## config.mk

```make
export PLATFORM = sky130hd
export DESIGN_NAME = phase_sequencer
export DESIGN_NICKNAME = d
export VERILOG_FILES = /design/src/rtl/phase_sequencer.sv
export SDC_FILE = /design/constraint.sdc
export NUM_CORES = 1
export LEC_CHECK = 0
export BUFFER_PORTS_ARGS = -buffer_cell sky130_fd_sc_hd__buf_2
export CAP_MARGIN = 20
export CORE_MARGIN = 4
export CORE_UTILIZATION = 47
export DETAILED_ROUTE_END_ITERATION = 12
export GPL_ROUTABILITY_DRIVEN = 0
export PLACE_DENSITY = 0.8
export RECOVER_POWER = 25
export SETUP_SLACK_MARGIN = 0.02
export SLEW_MARGIN = 40
export SYNTH_ARGS = -nofsm -noshare
export SYNTH_HDL_FRONTEND = slang
export SYNTH_SLANG_ARGS = --single-unit
```

## constraint.sdc

```tcl
create_clock -name clock -period 1.85 [get_ports clock]
set_input_delay 0.2775 -clock clock [delete_from_list [all_inputs] [get_ports clock]]
set_output_delay 0.2775 -clock clock [all_outputs]
set_load 0.01 [all_outputs]
```

## src/rtl/phase_sequencer.sv

```systemverilog
// phase_sequencer: parametrised multi-phase instruction sequencer.
// Generates one-hot phase enables with run/stop, single-step, stall hold,
// halt state, retired-instruction counter and a datapath reset chain.
module phase_sequencer #(
    parameter int NUM_PHASES = 5,
    parameter int PW         = 3,
    parameter int CNT_W      = 16
) (
    input  logic                  clock,
    input  logic                  reset,
    input  logic                  exec,
    input  logic                  step_mode,
    input  logic                  stall,
    input  logic                  halt,
    output logic [PW-1:0]         phase,
    output logic [NUM_PHASES-1:0] phase_en,
    output logic                  running,
    output logic                  halted,
    output logic [CNT_W-1:0]      inst_count,
    output logic                  register_reset
);

    typedef enum logic [1:0] {
        IDLE,
        RUN,
        STEP,
        HALT
    } state_t;

    localparam logic [PW-1:0]         LAST_PHASE = PW'(NUM_PHASES - 1);
    localparam logic [NUM_PHASES-1:0] ONE_HOT0   = NUM_PHASES'(1);

    state_t               state, state_nxt;
    logic [PW-1:0]        phase_nxt;
    logic [CNT_W-1:0]     count_nxt;
    logic                 stop_req, stop_req_nxt;
    logic                 exec_d;
    logic                 rr_q1, rr_q2;
    logic                 exec_event;

    // exec_d resets to 1 so a button held through reset is not an event
    assign exec_event     = exec & ~exec_d;
    assign register_reset = rr_q2;
    assign running        = (state == RUN) || (state == STEP);
    assign halted         = (state == HALT);

    // Exec edge-detect register and the two-flop datapath reset chain
    always_ff @(posedge clock or posedge reset) begin
        if (reset) begin
            exec_d <= 1'b1;
            rr_q1  <= 1'b1;
            rr_q2  <= 1'b1;
        end else begin
            exec_d <= exec;
            rr_q1  <= 1'b0;
            rr_q2  <= rr_q1;
        end
    end

    // Sequencer state register
    always_ff @(posedge clock or posedge reset) begin
        if (reset) begin
            state      <= IDLE;
            phase      <= '0;
            inst_count <= '0;
            stop_req   <= 1'b0;
        end else begin
            state      <= state_nxt;
            phase      <= phase_nxt;
            inst_count <= count_nxt;
            stop_req   <= stop_req_nxt;
        end
    end

    // Next-state, phase advance, completion handling and phase enables
    always_comb begin
        state_nxt    = state;
        phase_nxt    = phase;
        count_nxt    = inst_count;
        stop_req_nxt = stop_req;
        phase_en     = '0;

        if (register_reset) begin
            state_nxt    = IDLE;
            phase_nxt    = '0;
            stop_req_nxt = 1'b0;
        end else begin
            case (state)
                IDLE: begin
                    phase_nxt = '0;
                    if (exec_event) begin
                        state_nxt = step_mode ? STEP : RUN;
                    end
                end
                RUN, STEP: begin
                    // a stop request latches even while stalled
                    if ((state == RUN) && exec_event) begin
                        stop_req_nxt = 1'b1;
                    end
                    if (!stall) begin
                        phase_en = ONE_HOT0 << phase;
                        if (phase == LAST_PHASE) begin
                            phase_nxt = '0;
                            count_nxt = inst_count + CNT_W'(1);
                            if (halt) begin
                                state_nxt    = HALT;
                                stop_req_nxt = 1'b0;
                            end else if (state == STEP) begin
                                state_nxt    = IDLE;
                                stop_req_nxt = 1'b0;
                            end else if (stop_req) begin
                                state_nxt    = IDLE;
                                stop_req_nxt = 1'b0;
                            end
                        end else begin
                            phase_nxt = phase + PW'(1);
                        end
                    end
                end
                HALT: begin
                    phase_nxt = '0;
                    if (exec_event) begin
                        state_nxt = IDLE;
                    end
                end
                default: begin
                    state_nxt    = IDLE;
                    phase_nxt    = '0;
                    stop_req_nxt = 1'b0;
                end
            endcase
        end
    end

endmodule

```

After elaboration in Yosys (flattened, before gate mapping)
Cells that the tools add are included.
{"block": "word_totals", "ff_bits": 25, "in_bits": 6}
{"block": "op_classes", "shifts": 1, "eq_ne": 9, "n_mux": 25, "add_sub_neg": 2, "bitwise": 4, "n_reduce_logical": 8}
{"op": "2-bit two-way mux", "n": 9}
{"op": "16-bit by 1-bit adder with 16-bit output, second input constant", "n": 1}
{"op": "5-bit two-way mux", "n": 3}
{"op": "3-bit two-way mux", "n": 3}
{"op": "3-bit inequality test, second input constant", "n": 3}
{"op": "1-bit two-way mux", "n": 8}
{"op": "2-bit case mux with 3 select lines", "n": 1}
{"op": "3-bit case mux with 2 select lines", "n": 1}
{"op": "5-bit inequality test, second input constant", "n": 1}
{"op": "5-bit AND reduction", "n": 1}
{"op": "1-bit by 3-bit left shift with 5-bit output, first input constant", "n": 1}
{"op": "2-bit equality test, second input constant", "n": 2}
{"op": "4-bit AND reduction", "n": 1}
{"op": "2-bit OR reduction", "n": 2}
{"op": "3-bit by 1-bit adder with 3-bit output, second input constant", "n": 1}
{"op": "3-bit equality test, second input constant", "n": 1}
{"op": "3-bit by 1-bit inequality test with 1-bit output, second input constant", "n": 1}
{"op": "1-bit NOT", "n": 3}
{"op": "2-bit by 1-bit equality test with 1-bit output, second input constant", "n": 1}
{"op": "2-bit logical NOT", "n": 1}
{"op": "2-bit nonzero test", "n": 1}
{"op": "1-bit AND", "n": 1}
{"op": "1-bit logical AND", "n": 1}
{"op": "1-bit logical OR", "n": 1}

Depth between registers and ports, before layout
Gate-level depths: netlist of run 1.
{"block": "depth", "word_depth": 11, "ltp_mapped": 7, "depth_no_buf": 6}

Worst setup path before layout of run 1
No wires, ideal clock.
{"block": "synth_path", "path_type": "register -> register", "from": "register state[0]", "to": "register inst_count[1]", "path_slack_ns": -0.272, "t_arrival_ns": 1.997, "required_ns": 1.725, "setup_ns": 0.125, "path_stages_with_launch": 7, "cell_sequence": "dfrtp_1 -> inv_1 -> ha_1 -> or3b_1 -> buf_6 -> nor2_1 -> mux2_2"}
{"block": "synth_between", "elab_chain_cells": 3}
{"element": "start, declared", "line_no": "33", "text": "state_t state, state_nxt;"}
{"element": "start signal, assigned", "line_no": "68", "text": "state <= state_nxt;"}
{"element": "2-bit by 1-bit equality test with 1-bit output or 2-bit equality test (tied branches)", "line_no": "88", "text": "case (state)"}
{"element": "2-bit OR reduction (*)", "line_no": "88"}
{"element": "4-bit AND reduction (no line) (*)"}
{"element": "end signal, assigned", "line_no": "70", "text": "inst_count <= count_nxt;"}
{"element": "end, declared", "line_no": "19", "text": "output logic [CNT_W-1:0] inst_count,"}
Every way passes the cells marked *; elsewhere a longest branch is shown, timed or not.
A chain may end at the register's enable or synchronous reset.

Final worst setup path of run 1
{"block": "layout_path", "from": "register state[1]", "to": "output port phase_en[2]"}
{"block": "layout_between", "elab_chain_cells": 4}
{"element": "2-bit by 1-bit equality test with 1-bit output or 2-bit equality test (tied branches)", "line_no": "88"}
{"element": "2-bit OR reduction (*)", "line_no": "88"}
{"element": "5-bit two-way mux (*)", "line_no": "88"}
{"element": "5-bit two-way mux (*)", "line_no": "83", "text": "if (register_reset) begin"}
{"element": "end, declared", "line_no": "16", "text": "output logic [NUM_PHASES-1:0] phase_en,"}
Marked as above.

==> results_dict.tcl, run 1 <==
set metrics [dict create \
    grt_usage_pct 16.4 \
    leakagePower_nw 0.921 \
    maxClockFrequency_mhz 479 \
    synth_seq_area_share_pct 48.0 \
    reg2reg_slack_ns -0.23 \
    end_kind "output port" \
    setup_viol_count_final 16 \
    cp_slowest_stage_delay_ns 0.43 \
    skew_ns 0.00190 \
    min_delay_worst_endpoint "exec_d$_DFF_PP1_" \
    drt-wirelength-per-cell_um 14.2 \
    numPlacedInstances 190 \
    area_inside_the_core_boundary_um2 2570 \
    clock_sinks 25 \
    detailroute.via_count 1045 \
    drc 0 \
    chipHeight_um 60.8 \
    grt_first_pass_wirelength_um 4470 \
    vias_per_cell 5.23 \
    row_count 18 \
    totalPowerFinal_mw 1.42 \
    wirelength_um 2840 \
    die_x_um 60.8 \
    cts_inserted_buffers 3 \
    yosys_warnings 0 \
    worst-r2r-cell-count 8 \
    detailed_route_iter0_violations 31 \
    filler_cell_count 217 \
    most-common-layout-cells "sky130_fd_sc_hd__buf_2 (28), sky130_fd_sc_hd__dfrtp_1 (22), sky130_fd_sc_hd__buf_4 (13), sky130_fd_sc_hd__xnor2_1 (9), sky130_fd_sc_hd__ha_1 (9)" \
    globalRouteOverflowTotal 0 \
    timing.critical_path.fanout_max 4 \
    worst_skew_pair.late_latency_ns 0.32 \
    relSlewSlack_pct 58.8 \
    ir_worst_vdd_v 0.000515 \
    firstDrtPassIters 4 \
    yosysUniqueCellTypes 29 \
    fin_cells 200 \
    grt_antenna_before_repair 0 \
    layout-drive-gt1-share_pct 41.2 \
    antenna-diode-count 0 \
    cts-root-buf "sky130_fd_sc_hd__clkbuf_4" \
    smallest_setup_slack_after_layout_ns -0.238 \
    timing.hold.worst.class "in2reg" \
    count_of_state_elements_after_synthesis 25 \
    final_hold_viol_count 0 \
    reg2reg_to "inst_count[12]$_DFFE_PP0P_" \
    syn-cell-area_um2 1310 \
    boundaryPins 33 \
    clk_pin_slew_worst_paths_ns 0.13 \
    reg2reg_from "state[1]$_DFFE_PP0P_" \
    start_util_pct 51.0 \
    dp_hpwl_um 2040 \
    fp.dieArea_um2 3700 \
    run_status "finished, violations left" \
    areaGrowthSynthToFinish_pct 32.4 \
    largest_net_degree_at_the_start_of_global_routing 26 \
    tritoncts "done" \
    detail-route-antenna-nets 0 \
    synth_cells 120 \
    timing.critical_path.slowest_stage_cell "sky130_fd_sc_hd__or3b_4" \
    yosysTopAreaCell "sky130_fd_sc_hd__dfrtp_1" \
    final_nets 187 \
    violations "negative setup slack" \
    grt_setup_unrepaired "yes" \
    critPathLaunchType "flop" \
    path_cells "inv_2 -> ha_4 -> or3b_4 -> nor2_4 -> and2_1 -> buf_2" \
    synth_fp_nets 136 \
    crit_required_ns 1.57 \
    synth.area.top_cells "sky130_fd_sc_hd__dfrtp_1 (42%), sky130_fd_sc_hd__ha_1 (9.6%), sky130_fd_sc_hd__dfstp_2 (6.0%)" \
    p_per_area_nw_per_um2 819 \
    fin_crit_sh_pct 113 \
    finalWorstPathRequiredPeriod_ns 2.09 \
    timing.setup.critical_path_class "reg2out" \
    grt_pass1_vias 1013 \
    worst_hold_path.num_cells 1 \
    final_common_cell "sky130_fd_sc_hd__buf_2" \
    synth_top_area_share_pct 42.0 \
    max_cap_violations 0 \
    worst_slew_pin_slew_ns 0.618 \
    timing.hold.worst.start "exec" \
    synthesis.area_per_instance_um2 10.9 \
    cts-htree-levels 1 \
    max-clock-path-buffers 2 \
    portBuffers 32 \
    slew_violations 0 \
    cp.arrival_ns 1.81 \
]
## area by class of cell
type	instances	area [um^2]	area share, %
well taps	30	37.5	2.16
clock inverters	1	7.51	0.433
clock buffers	3	22.5	1.30
multi-input cells	86	709	40.9
repair buffers	48	302	17.4
flip-flops and latches	25	629	36.3
inverters	7	26.3	1.52
## cell usage after synthesis
| cell type | n |
|---|---|
| sky130_fd_sc_hd__dfstp_2 | 3 |
| sky130_fd_sc_hd__a2bb2oi_1 | 1 |
| sky130_fd_sc_hd__mux2_2 | 1 |
| sky130_fd_sc_hd__and2_1 | 4 |
| sky130_fd_sc_hd__nor4_4 | 2 |
| sky130_fd_sc_hd__mux2i_1 | 1 |
| sky130_fd_sc_hd__conb_1 | 1 |
| sky130_fd_sc_hd__nand3_1 | 7 |
| sky130_fd_sc_hd__or3b_1 | 1 |
| sky130_fd_sc_hd__nand2b_1 | 1 |
| sky130_fd_sc_hd__o41a_1 | 1 |
| sky130_fd_sc_hd__nand4_1 | 2 |
| sky130_fd_sc_hd__nand2_1 | 7 |
| sky130_fd_sc_hd__xnor2_1 | 9 |
| sky130_fd_sc_hd__nor3_1 | 8 |
| sky130_fd_sc_hd__buf_6 | 2 |
| sky130_fd_sc_hd__nor4_1 | 1 |
| sky130_fd_sc_hd__inv_1 | 7 |
| sky130_fd_sc_hd__nor2_1 | 9 |
| sky130_fd_sc_hd__or2_2 | 1 |
| sky130_fd_sc_hd__a21oi_1 | 4 |
| sky130_fd_sc_hd__nand3b_1 | 1 |
| sky130_fd_sc_hd__and4_1 | 3 |
| sky130_fd_sc_hd__dfrtp_1 | 22 |
| sky130_fd_sc_hd__nor2b_1 | 3 |
| sky130_fd_sc_hd__xor2_1 | 6 |
| sky130_fd_sc_hd__a211oi_1 | 1 |
| sky130_fd_sc_hd__o31ai_1 | 1 |
| sky130_fd_sc_hd__ha_1 | 10 |
## metrics by stage
stage          hold WS, ns  setup WS [ns]  utilization (%)  cell area (um^2)  setup TNS [ns]
2_1_floorplan        0.282        -0.0166                -              1340         -0.0196
4_1_cts             0.0358         -0.293             65.7              1690           -3.13
3_3_place_gp         0.334        -0.0343             61.7              1590         -0.0897
6_report            0.0237         -0.238             67.5              1730           -2.65
5_1_grt             0.0125         -0.321             67.5              1730           -3.94
3_5_place_dp         0.343         -0.104             61.7              1590          -0.400
## worst max-delay path by stage
stage / startpoint / to / depth (start not counted)
6_report: state[1]$_DFFE_PP0P_ / phase_en[2] / 6
5_1_grt: state[0]$_DFFE_PP0P_ / phase_en[2] / 6
3_3_place_gp: state[1]$_DFFE_PP0P_ / inst_count[13]$_DFFE_PP0P_ / 7
4_1_cts: state[0]$_DFFE_PP0P_ / phase_en[0] / 7
2_1_floorplan: state[0]$_DFFE_PP0P_ / inst_count[13]$_DFFE_PP0P_ / 7
3_5_place_dp: state[0]$_DFFE_PP0P_ / inst_count[9]$_DFFE_PP0P_ / 7
## per-layer routing
metal  global-route usage (%)  wire length, um  vias to the layer above
met1                     19.8             1140                      505
met3                     5.96              183                        0
met5                        0                0                        -
met2                     29.3             1530                       30
met4                    0.929                0                        0
li1                         -                -                      510
## sequential cells by signal, indices dropped and copies added, names as in the netlist
register        cells
inst_count         16
phase               3
state               2
exec_d              1
register_reset      1
rr_q1               1
stop_req            1
## repair_timing
action,CTS,global route
buffers inserted,3,3
pin swaps,7,6
setup endpoints to repair,15,22
hold buffers,1,0
resized for setup,7,10
hold endpoints to repair,22,0
## critical path: cells and delay by family (launching register included)
family | cells | cell delay (ns)
adder cells (fa/ha/maj) | 1 | 0.26
buffers and inverters | 2 | 0.18
flip-flops | 1 | 0.38
AND/OR/NAND/NOR | 3 | 0.66
## power by group
part	switching, mW	leakage (nW)	internal, mW	total, mW
sequential	0.0182	0.337	0.578	0.596
combinational	0.291	0.570	0.285	0.576
clock	0.165	0.0139	0.0827	0.248
total	0.474	0.921	0.946	1.42
## cells by family (layout without fill, tap and decap cells)
family          Yosys count  in the layout  share of synthesized area [%]
compound gates            8              8                           4.20
xor+xnor                 15             15                           10.0
fa+ha+maj                10             10                           9.55
buf+inv                   9             59                           3.73
flops                    25             25                           48.0
mux                       2              2                           1.62
other cells               1              1                          0.286
simple gates             50             50                           22.5
Power figures use the tool's default switching activity.
==> inputs of run 2 (changes only) <==
Settings changed: CORE_MARGIN 4 to 2, SLEW_MARGIN 40 to 5.
==> results_dict.tcl, run 2 (synthesis gave the netlist of run 1 again) <==
set metrics [dict create \
    clock_power_share_pct 16.4 \
    grt_setup_unrepaired "yes" \
    skew_ns 0.00313 \
    ir_worst_vdd_v 0.000552 \
    end_kind "flop" \
    swShare_pct 33.1 \
    dp_hpwl_um 2060 \
    leakagePower_nw 0.945 \
    detailed_route_iter0_violations 18 \
    netSwitchingPower_mw 0.476 \
    maxUsedRoutingLayer "met4" \
    die_x_um 56.8 \
    detail-route-antenna-nets 0 \
    final_hold_viol_count 11 \
    largest_net_degree_at_the_start_of_global_routing 16 \
    final_nets 188 \
    clock_sinks 25 \
    slew_violations 0 \
    worst-r2r-cell-count 8 \
    clk_pin_slew_worst_paths_ns 0.13 \
    cp.arrival_ns 2.30 \
    most-common-layout-cells "sky130_fd_sc_hd__buf_2 (31), sky130_fd_sc_hd__dfrtp_1 (22), sky130_fd_sc_hd__buf_4 (13), sky130_fd_sc_hd__xnor2_1 (9), sky130_fd_sc_hd__ha_1 (9)" \
    vias_per_cell 5.35 \
    fp.dieArea_um2 3230 \
    largest_register_ff_count 16 \
    cts-htree-levels 1 \
    worstPathBufferInverterCount 3 \
    max_cap_violations 0 \
    max_flop_register "inst_count" \
    share_comb_of_total_power_pct 42.0 \
    smallest_setup_slack_after_layout_ns -0.248 \
    internal_power_consumption_mw 0.961 \
    worst_slew_pin_slew_ns 0.550 \
    start_util_pct 48.3 \
    reg2reg_to "inst_count[13]$_DFFE_PP0P_" \
    wl_met3_um 113 \
    detailroute.via_count 1080 \
    path_depth 8 \
    cts_inserted_buffers 3 \
    p_per_area_nw_per_um2 823 \
    reg2reg_slack_ns -0.25 \
    grt_first_pass_wirelength_um 4510 \
    tritoncts "done" \
    critPathLaunchType "flop" \
    worst_skew_pair.late_latency_ns 0.31 \
    areaGrowthSynthToFinish_pct 33.2 \
    timing.hold.worst.class "in2async" \
    drt-wirelength-per-cell_um 13.7 \
    cts-root-buf "sky130_fd_sc_hd__clkbuf_4" \
    path_cells "inv_2 -> ha_4 -> or3b_4 -> buf_4 -> buf_6 -> nor4_4 -> nand4_1 -> xnor2_1" \
    seq_power_share_pct 41.6 \
    run_status "finished, violations left" \
    globalRouteOverflowTotal 0 \
    crit_path_end "inst_count[13]$_DFFE_PP0P_" \
    maxClockFrequency_mhz 477 \
    wire_length_on_met2_um 1400 \
    row_count 19 \
    layout-drive-gt1-share_pct 41.5 \
    max-clock-path-buffers 2 \
    cp_slowest_stage_delay_ns 0.42 \
    drc 0 \
    chipHeight_um 56.8 \
    timing.critical_path.slowest_stage_cell "sky130_fd_sc_hd__or3b_4" \
    antenna-diode-count 0 \
    timing.critical_path.fanout_max 5 \
    crit_required_ns 2.06 \
    worst_path_dominant_cell_family "simple AND/OR/NAND/NOR gates" \
    cts-hold-fix-buffers 0 \
    reg2reg_from "state[0]$_DFFE_PP0P_" \
    setup_viol_count_final 17 \
    grt_usage_pct 17.9 \
    post-route-util_pct 64.4 \
    wirelength_um 2780 \
    filler_cell_count 228 \
    whs_ns -0.0105 \
    portBuffers 32 \
    grt_pass1_vias 1027 \
    placement.setup.worst_slack_ns -0.0916 \
    boundaryPins 33 \
    first_element_of_the_critical_path "state[0]$_DFFE_PP0P_" \
    final_common_cell "sky130_fd_sc_hd__buf_2" \
    fin_crit_sh_pct 113 \
    top_regs "inst_count (16), phase (3), state (2)" \
    firstDrtPassIters 4 \
    timing.setup.critical_path_class "reg2reg" \
    wl_met1_um 1240 \
    relSlewSlack_pct 63.3 \
    violations "negative hold slack, negative setup slack" \
    finalWorstPathRequiredPeriod_ns 2.10 \
    area_inside_the_core_boundary_um2 2710 \
    grt_antenna_before_repair 0 \
]
==> run 2: area by class of cell <==
class | instances | area (um^2) | area share (%)
flip-flops and latches | 25 | 629 | 36.1
inverters | 7 | 26.3 | 1.51
well taps | 31 | 38.8 | 2.22
repair buffers | 49 | 309 | 17.7
multi-input cells | 86 | 716 | 41.0
clock buffers | 4 | 26.3 | 1.51
==> run 2: worst min-delay path by stage <==
| stage | startpoint | endpoint | slack, ns | cells after the start |
|---|---|---|---|---|
| after floorplan | exec | exec_d$_DFF_PP1_ | 0.28 | 0 |
| after global placement | reset | inst_count[15]$_DFFE_PP0P_ | 0.35 | 2 |
| after detailed placement | reset | inst_count[15]$_DFFE_PP0P_ | 0.35 | 2 |
| after CTS | reset | phase[0]$_DFFE_PP0P_ | 0.0009 | 2 |
| after global routing | reset | phase[0]$_DFFE_PP0P_ | 0.02 | 2 |
| final | reset | phase[0]$_DFFE_PP0P_ | -0.01 | 2 |
==> run 2: per-layer routing <==
metal,vias to the layer above,GRT usage [%]
met5,-,0
met4,0,5.65
met3,4,3.00
met2,29,30.2
met1,538,23.6
li1,509,-
==> run 2: what timing repair did <==
| action | in CTS | in global routing |
|---|---|---|
| endpoints found under the hold margin | 0 | 0 |
| endpoints found under the setup margin | 17 | 23 |
| resized for setup | 9 | 8 |
| setup buffers | 2 | 3 |
| pin swaps | 9 | 8 |
==> run 2: power by group through the flow <==
stage	Sequential, mW	Combinational (mW)	Clock [mW]
after floorplan	0.619	0.329	0
after global placement	0.604	0.486	0
after detailed placement	0.607	0.511	0
after CTS	0.597	0.539	0.242
after global routing	0.600	0.666	0.274
final	0.598	0.604	0.235
==> run 2: metrics by stage <==
step,hold slack (ns),power [mW],cells,cell area (um^2),TNS (ns)
after floorplan,0.282,0.948,120,1340,-0.0196
after global placement,0.346,1.09,194,1610,0
after detailed placement,0.347,1.12,194,1610,-0.346
after CTS,0.000907,1.38,200,1690,-1.93
after global routing,0.0193,1.54,202,1750,-4.33
final,-0.0105,1.44,202,1750,-2.94
